--- src/rtl/apb_timer_multi_if.sv ---
// rtl/apb_timer_multi_if.sv - APB slave bus bundle for the multi-channel timer
interface apb_timer_multi_if #(
   parameter int ADDR_WIDTH = 6,
   parameter int TIMER_BITS = 16
);
   logic                  sel;
   logic                  enable;
   logic                  write;
   logic [ADDR_WIDTH-1:0] addr;
   logic [TIMER_BITS-1:0] wdata;
   logic [TIMER_BITS-1:0] rdata;
   logic                  ready;
   logic                  slverr;

   modport master (
      output sel, enable, write, addr, wdata,
      input  rdata, ready, slverr
   );

   modport slave (
      input  sel, enable, write, addr, wdata,
      output rdata, ready, slverr
   );
endinterface

--- src/rtl/apb_timer_multi.sv ---
// rtl/apb_timer_multi.sv - NUM_CH goal-compare up-counters behind a one-wait-state APB slave
module apb_timer_multi #(
   parameter int NUM_CH     = 4,
   parameter int TIMER_BITS = 16,
   parameter int ADDR_WIDTH = 6,
   parameter int BASE_ADDR  = 0
) (
   input  logic              clk,
   input  logic              reset,
   apb_timer_multi_if.slave  bus,
   output logic [NUM_CH-1:0] irq
);

   typedef enum logic [1:0] {
      S_IDLE,
      S_SETUP,
      S_ACCESS,
      S_RESP
   } state_t;

   localparam logic [ADDR_WIDTH:0] LO_ADDR = (ADDR_WIDTH+1)'(BASE_ADDR);
   localparam logic [ADDR_WIDTH:0] HI_ADDR = (ADDR_WIDTH+1)'(BASE_ADDR + 4*NUM_CH);

   state_t                state_q, state_d;
   logic                  ready_q, ready_d;
   logic                  err_q, err_d;
   logic                  write_q, write_d;
   logic [ADDR_WIDTH-1:0] off_q, off_d;
   logic [TIMER_BITS-1:0] wdata_q, wdata_d;

   logic [NUM_CH-1:0]     en_q, en_d;
   logic [NUM_CH-1:0]     per_q, per_d;
   logic [NUM_CH-1:0]     ie_q, ie_d;
   logic [NUM_CH-1:0]     done_q, done_d;
   logic [TIMER_BITS-1:0] goal_q [NUM_CH];
   logic [TIMER_BITS-1:0] goal_d [NUM_CH];
   logic [TIMER_BITS-1:0] count_q [NUM_CH];
   logic [TIMER_BITS-1:0] count_d [NUM_CH];

   logic                  in_range;
   logic [ADDR_WIDTH-1:0] off_now;
   logic                  err_now;
   logic                  commit;
   logic [NUM_CH-1:0]     ch_hit;
   logic [TIMER_BITS-1:0] rd_val;

   // Decode of the live bus address, captured at the SETUP->ACCESS edge.
   always_comb begin
      in_range = ({1'b0, bus.addr} >= LO_ADDR) && ({1'b0, bus.addr} < HI_ADDR);
      off_now  = bus.addr - LO_ADDR[ADDR_WIDTH-1:0];
      err_now  = !in_range || (bus.write && (off_now[1:0] == 2'd2));
   end

   always_comb begin
      ch_hit = '0;
      for (int c = 0; c < NUM_CH; c++) begin
         ch_hit[c] = (32'(off_q >> 2) == 32'(c));
      end
   end

   assign commit = (state_q == S_ACCESS) && write_q && !err_q;

   always_comb begin
      state_d = state_q;
      ready_d = 1'b0;
      err_d   = err_q;
      write_d = write_q;
      off_d   = off_q;
      wdata_d = wdata_q;
      case (state_q)
         S_IDLE: begin
            if (bus.sel && !bus.enable) begin
               state_d = S_SETUP;
            end
         end
         S_SETUP: begin
            if (!bus.sel) begin
               state_d = S_IDLE;
            end else if (bus.enable) begin
               state_d = S_ACCESS;
               ready_d = 1'b1;
               err_d   = err_now;
               write_d = bus.write;
               off_d   = off_now;
               wdata_d = bus.wdata;
            end
         end
         S_ACCESS: begin
            state_d = S_RESP;
         end
         S_RESP: begin
            if (bus.sel && !bus.enable) begin
               state_d = S_SETUP;
            end else begin
               state_d = S_IDLE;
            end
         end
         default: begin
            state_d = S_IDLE;
         end
      endcase
   end

   // Per-channel counters. A CTRL write on the terminal-count edge takes
   // precedence over that edge's counter update; a hardware DONE set beats W1C.
   always_comb begin
      for (int c = 0; c < NUM_CH; c++) begin
         en_d[c]    = en_q[c];
         per_d[c]   = per_q[c];
         ie_d[c]    = ie_q[c];
         done_d[c]  = done_q[c];
         goal_d[c]  = goal_q[c];
         count_d[c] = count_q[c];

         if (commit && ch_hit[c] && (off_q[1:0] == 2'd3) && wdata_q[0]) begin
            done_d[c] = 1'b0;
         end
         if (commit && ch_hit[c] && (off_q[1:0] == 2'd1)) begin
            goal_d[c] = wdata_q;
         end

         if (commit && ch_hit[c] && (off_q[1:0] == 2'd0)) begin
            en_d[c]  = wdata_q[0];
            per_d[c] = wdata_q[1];
            ie_d[c]  = wdata_q[2];
            if (wdata_q[3]) begin
               count_d[c] = '0;
            end
         end else if (en_q[c]) begin
            if (count_q[c] == goal_q[c]) begin
               done_d[c] = 1'b1;
               if (per_q[c]) begin
                  count_d[c] = '0;
               end else begin
                  en_d[c] = 1'b0;
               end
            end else begin
               count_d[c] = count_q[c] + 1'b1;
            end
         end
      end
   end

   always_comb begin
      rd_val = '0;
      for (int c = 0; c < NUM_CH; c++) begin
         if (ch_hit[c]) begin
            case (off_q[1:0])
               2'd0:    rd_val = TIMER_BITS'({ie_q[c], per_q[c], en_q[c]});
               2'd1:    rd_val = goal_q[c];
               2'd2:    rd_val = count_q[c];
               default: rd_val = TIMER_BITS'({en_q[c], done_q[c]});
            endcase
         end
      end
   end

   assign bus.rdata  = (ready_q && !err_q && !write_q) ? rd_val : '0;
   assign bus.ready  = ready_q;
   assign bus.slverr = ready_q & err_q;
   assign irq        = done_q & ie_q;

   always_ff @(posedge clk) begin
      if (reset) begin
         state_q <= S_IDLE;
         ready_q <= 1'b0;
         err_q   <= 1'b0;
         write_q <= 1'b0;
         off_q   <= '0;
         wdata_q <= '0;
         en_q    <= '0;
         per_q   <= '0;
         ie_q    <= '0;
         done_q  <= '0;
         for (int c = 0; c < NUM_CH; c++) begin
            goal_q[c]  <= '0;
            count_q[c] <= '0;
         end
      end else begin
         state_q <= state_d;
         ready_q <= ready_d;
         err_q   <= err_d;
         write_q <= write_d;
         off_q   <= off_d;
         wdata_q <= wdata_d;
         en_q    <= en_d;
         per_q   <= per_d;
         ie_q    <= ie_d;
         done_q  <= done_d;
         for (int c = 0; c < NUM_CH; c++) begin
            goal_q[c]  <= goal_d[c];
            count_q[c] <= count_d[c];
         end
      end
   end

endmodule

--- src/flat_wrapper.sv ---
// flat-port wrapper written by rule: the top's interface ports become plain ports
module apb_timer_multi_flat 
#(
   parameter int NUM_CH     = 4,
   parameter int TIMER_BITS = 16,
   parameter int ADDR_WIDTH = 6,
   parameter int BASE_ADDR  = 0
)
  (clk, reset, irq, bus_sel, bus_enable, bus_write, bus_addr, bus_wdata, bus_rdata, bus_ready, bus_slverr);
  apb_timer_multi_if #(.ADDR_WIDTH(ADDR_WIDTH), .TIMER_BITS(TIMER_BITS)) bus_i ();
  input  logic clk;
  input  logic reset;
  output logic [NUM_CH-1:0] irq;
  input wire logic [$bits(bus_i.sel)-1:0] bus_sel;
  input wire logic [$bits(bus_i.enable)-1:0] bus_enable;
  input wire logic [$bits(bus_i.write)-1:0] bus_write;
  input wire logic [$bits(bus_i.addr)-1:0] bus_addr;
  input wire logic [$bits(bus_i.wdata)-1:0] bus_wdata;
  output wire logic [$bits(bus_i.rdata)-1:0] bus_rdata;
  output wire logic [$bits(bus_i.ready)-1:0] bus_ready;
  output wire logic [$bits(bus_i.slverr)-1:0] bus_slverr;
  assign bus_i.sel = bus_sel;
  assign bus_i.enable = bus_enable;
  assign bus_i.write = bus_write;
  assign bus_i.addr = bus_addr;
  assign bus_i.wdata = bus_wdata;
  assign bus_rdata = bus_i.rdata;
  assign bus_ready = bus_i.ready;
  assign bus_slverr = bus_i.slverr;
  apb_timer_multi #(.NUM_CH(NUM_CH), .TIMER_BITS(TIMER_BITS), .ADDR_WIDTH(ADDR_WIDTH), .BASE_ADDR(BASE_ADDR)) u_core (.clk(clk), .reset(reset), .bus(bus_i), .irq(irq));
endmodule
--- config.mk ---
export PLATFORM = sky130hd
export DESIGN_NAME = apb_timer_multi_flat
export DESIGN_NICKNAME = d
export VERILOG_FILES = /design/src/rtl/apb_timer_multi_if.sv /design/src/rtl/apb_timer_multi.sv /design/src/flat_wrapper.sv
export SDC_FILE = /design/constraint.sdc
export NUM_CORES = 1
export LEC_CHECK = 0
export ABC_AREA = 0
export CORE_AREA = 8 8 258 136
export CTS_CLUSTER_SIZE = 24
export DETAILED_ROUTE_END_ITERATION = 8
export DIE_AREA = 0 0 266 144
export GPL_ROUTABILITY_DRIVEN = 0
export SYNTH_ARGS = -nofsm -noshare
export SYNTH_HDL_FRONTEND = slang
export SYNTH_SLANG_ARGS = --single-unit
--- constraint.sdc ---
create_clock -name clk -period 2.9 [get_ports clk]
set_input_delay 0.435 -clock clk [delete_from_list [all_inputs] [get_ports clk]]
set_output_delay 0.435 -clock clk [all_outputs]
set_load 0.005 [all_outputs]
==> results.md <==
* Vias per std cell at approximately 5.7
* Critical Path AT at around 2.5 ns
* CTS tree: yes
* CTS Root Cell: clkbuf_16
* Most common cell after layout, fill and taps aside: nand2_1
* Slowest cell on crit path: dfxtp_4
* Synth-to-Final Area Change at 24.8%
* Avg Inst Size Synth at ~7.8 sq um
* Most used DFF post-synth: dfxtp_1
* Routed wl met2 at 13000 microns
* Number of global-route vias before repair at between 8k and 9k
* Clock Path Buffers at 2
* Syn Nets at ~1.2k
* Io pins at slightly below 50
* Final setup skew at 0.0117 ns
* Lkg Pwr at roughly 0.004 uW
* Die Width at 266 microns
* Violated checks: setup timing
* Register area share after synthesis at a little under two fifths
* Ys async rst share at 0%
* RSZ-0062 raised after global routing: true
* Worst Setup Start Kind: flop
* Sw Share at around a quarter
* CP startpoint: u_core.off_q[1]$_SDFFE_PP0P_
* First-pass GRT wire length at approximately 56000 microns
* Initial detailed-routing violation count at 1484
* Initial antenna violation count at 1
* Cell area power density at 419 mW/mm^2
* Setup WS pre-CTS at -0.426 ns
* Critical setup path kind: flop to primary output
* DRT antenna net count at 0
* Cell Chain, Critical Path: buf_12 > nor2b_4 > buf_6 > buf_4 > clkbuf_16 > a221oi_1 > a21oi_1 > a221oi_2 > nor3_2 > dlygate4sd2_1
* Combinational fraction of design power at roughly 4%
* Status: finished, violations left
* Max Used Layer: met5
* Total CTS buffers at 17
* Largest net degree at the start of global routing at 78
* Stages on worst setup path at 10
* CP max stage delay at 0.38 ns
* Tightest Hold Check Type: primary input to flop
* Pre-Repair DR Iteration Count at 8
* RR Startpoint: u_core.off_q[5]$_SDFFE_PP0P_
* Final hold viol count at 0
* Inserted Diodes at 0
* Final Net Count at around 1.3k
* WL per Instance at 22.0 microns
* Flop pwr share at about half
* Total design power at between 4000 and 5000 uW
* Worst-Margin Slew at around 0.91 ns
* EDFF count, synth at 0
* Post-synth cell types at 77
* Met3 routed WL at around 6000 microns
* Total core area at 0.0319 sq mm
* Hold Crit Start: reset
* Reg2Reg Depth at 8
* Mapped Area at between 0.009 and 0.01 sq mm
* Fraction of layout cells with a size suffix above 1 at between 15 and 20%
* Detailed Place HPWL at between 20000 and 30000 microns
* Pint at ~3700 uW
* DRC viols at 0
* GRT Resource Usage Total at about a fifth
* Port Buffers at 48
* Slew Limit Fails at 0
* CP required at 2.47 ns
* Post-route setup slack at -0.0124 ns
* H-tree depth at 4
* Clock network power share at between 40 and 50%
* Setup violations, final at 1
* Sw Pwr at roughly 1200 uW
* Grt ovf at 0
* Post-layout util at between 30 and 40%
* Initial Util at between 20% and 30%
* CP delay by family, top: buffers and inverters
* Peak VDD IR at approximately 0.37 mV
* Flop and latch count out of synthesis at roughly 170
* Worst rel slew slack at between 30 and 40%
* Post-Syn Instances at about 1.2k
* CP endpoint kind: primary output
* Metal-1 WL at between 15000 and 20000 microns
* Max Fanout on Critical Path at 12
* Clock latency on the worst-skew pair at 0.44 ns
* Die Y-Extent at around 140 microns
* Min Tclk post-route at between 2 and 3 ns
* # rows at between 40 and 50
* YS warnings at 0
* Via count at between 9k and 10k
* Worst reg2reg endpoint: u_core.count_q[0][18]$_SDFFE_PP0P_
* Most frequent cells in the layout: nand2_1 (216), dfxtp_1 (166), a21oi_1 (153), buf_4 (83), nor2_1 (62)
* Max-Cap Viols at 0
* Crit path capture: bus_rdata[8]
* Clk pin slew, worst setup/hold paths at roughly 0.07 ns
* CTS sink count at approximately 170
* Setup slack, reg-to-reg at about 0.13 ns
* Max Fclk at about 0.34 GHz
* Final worst-path cycle share at 100%
* Post-Route WL at 37700 microns
* Die ar. at around 0.038 sq mm
* Hold Buf Count CTS at 0
* Buf/Inv on CP at 5
[flip-flops by register name (all words and copies together) (netlist names), named ones only]
name	cells
u_core.count_q	64
u_core.wdata_q	16
u_core.bus.ready	1
u_core.done_q	4
u_core.err_q	1
u_core.ie_q	4
u_core.write_q	1
u_core.state_q	1
u_core.off_q	6
u_core.per_q	4
u_core.goal_q	64
u_core.en_q	4
[worst min path at each step]
stage,depth (start not counted),slack (ns),to
after floorplan,2,0.44,u_core.ie_q[3]$_SDFFE_PP0N_
after global placement,2,0.47,u_core.goal_q[0][35]$_SDFFE_PP0P_
after detailed placement,2,0.47,u_core.ie_q[3]$_SDFFE_PP0N_
after CTS,2,0.26,u_core.goal_q[0][27]$_SDFFE_PP0P_
after global routing,2,0.27,u_core.goal_q[0][27]$_SDFFE_PP0P_
final,2,0.28,u_core.goal_q[0][27]$_SDFFE_PP0P_
[final cells by class]
| cell class | count | area, sq um |
|---|---|---|
| tap | 441 | 552 |
| fill | 3313 | 20300 |
| timing repair buffer | 142 | 1340 |
| clock buffer | 21 | 460 |
| multi-input combinational | 920 | 5630 |
| clock inverter | 11 | 110 |
| sequential | 171 | 3440 |
| inverter | 11 | 41.3 |
[cells by family (layout without fill, tap and decap cells)]
group	count (synthesis)	after routing	share of synthesized area, %
AO/OA/AOI/OAI	328	328	22.6
XOR/XNOR	68	68	6.43
adder cells (fa/ha/maj)	4	4	0.540
buffers and inverters	96	185	4.32
flip-flops	171	171	36.9
multiplexers	23	23	3.32
AND/OR/NAND/NOR	497	497	25.9
[per-stage QoR]
step                cells  hold slack [ns]  setup TNS, ns  instance area, sq um
floorplan            1187            0.444              0                  9270
global placement     1668            0.470         -0.428                 10600
detailed placement   1668            0.469         -0.429                 10600
CTS                  1713            0.259         -0.147                 11500
global route         1717            0.274         -0.119                 11600
finish               1717            0.283        -0.0124                 11600
[worst reg2reg max path, delay by kind of cell, from the launching register on]
family                 cells  cell delay (ns)
AOI/OAI and AO/OA          4             1.21
and+or+nand+nor            2             0.73
DFF                        1             0.37
buffers and inverters      2             0.37
[synth_stat cells (all sizes together) (4+ instances only)]
| library cell | instances | area, sq um |
|---|---|---|
| nand4 | 20 | 125 |
| and3 | 15 | 93.8 |
| o31ai | 4 | 30.0 |
| nor4 | 13 | 103 |
| a22o | 8 | 70.1 |
| clkbuf | 66 | 248 |
| nor3 | 45 | 246 |
| and4 | 7 | 61.3 |
| a211oi | 8 | 70.1 |
| nor2 | 66 | 248 |
| mux2i | 15 | 150 |
| or4 | 6 | 48.8 |
| or3 | 20 | 125 |
| a221oi | 38 | 333 |
| o21ai | 46 | 249 |
| a22oi | 14 | 105 |
| nand2b | 5 | 31.3 |
| and2 | 13 | 81.3 |
| a31oi | 10 | 62.6 |
| a21oi | 158 | 802 |
| nand2 | 218 | 818 |
| xnor2 | 35 | 307 |
| or2 | 4 | 25.0 |
| nand3 | 49 | 245 |
| dfxtp | 171 | 3420 |
| xor2 | 33 | 289 |
| a21o | 6 | 45.0 |
| inv | 11 | 41.3 |
| ha | 4 | 50.1 |
| mux4 | 6 | 135 |
| a211o | 4 | 35.0 |
| buf | 19 | 111 |
[per-layer routing]
metal  vias to the layer above  GRT usage [%]
li1                       4459              -
met1                      4702           30.0
met2                       635           22.3
met3                        60           9.00
met4                         4           4.07
met5                         -              0
[power by group through the flow]
stage	registers, uW	clock network [uW]	logic [uW]
2_1_floorplan	2410	0	88.8
3_3_place_gp	2420	0	171
3_5_place_dp	2420	0	172
4_1_cts	2370	2310	185
5_1_grt	2370	2410	204
6_report	2370	2280	194
[what timing repair did]
action / 4_1_cts / 5_1_grt
gates resized for setup: 59 / 14
pin swaps: 20 / 9
buffers inserted: 9 / 3
gates cloned: 4 / 1
setup endpoints to repair: 16 / 7
(Power assumes the default switching activity.)
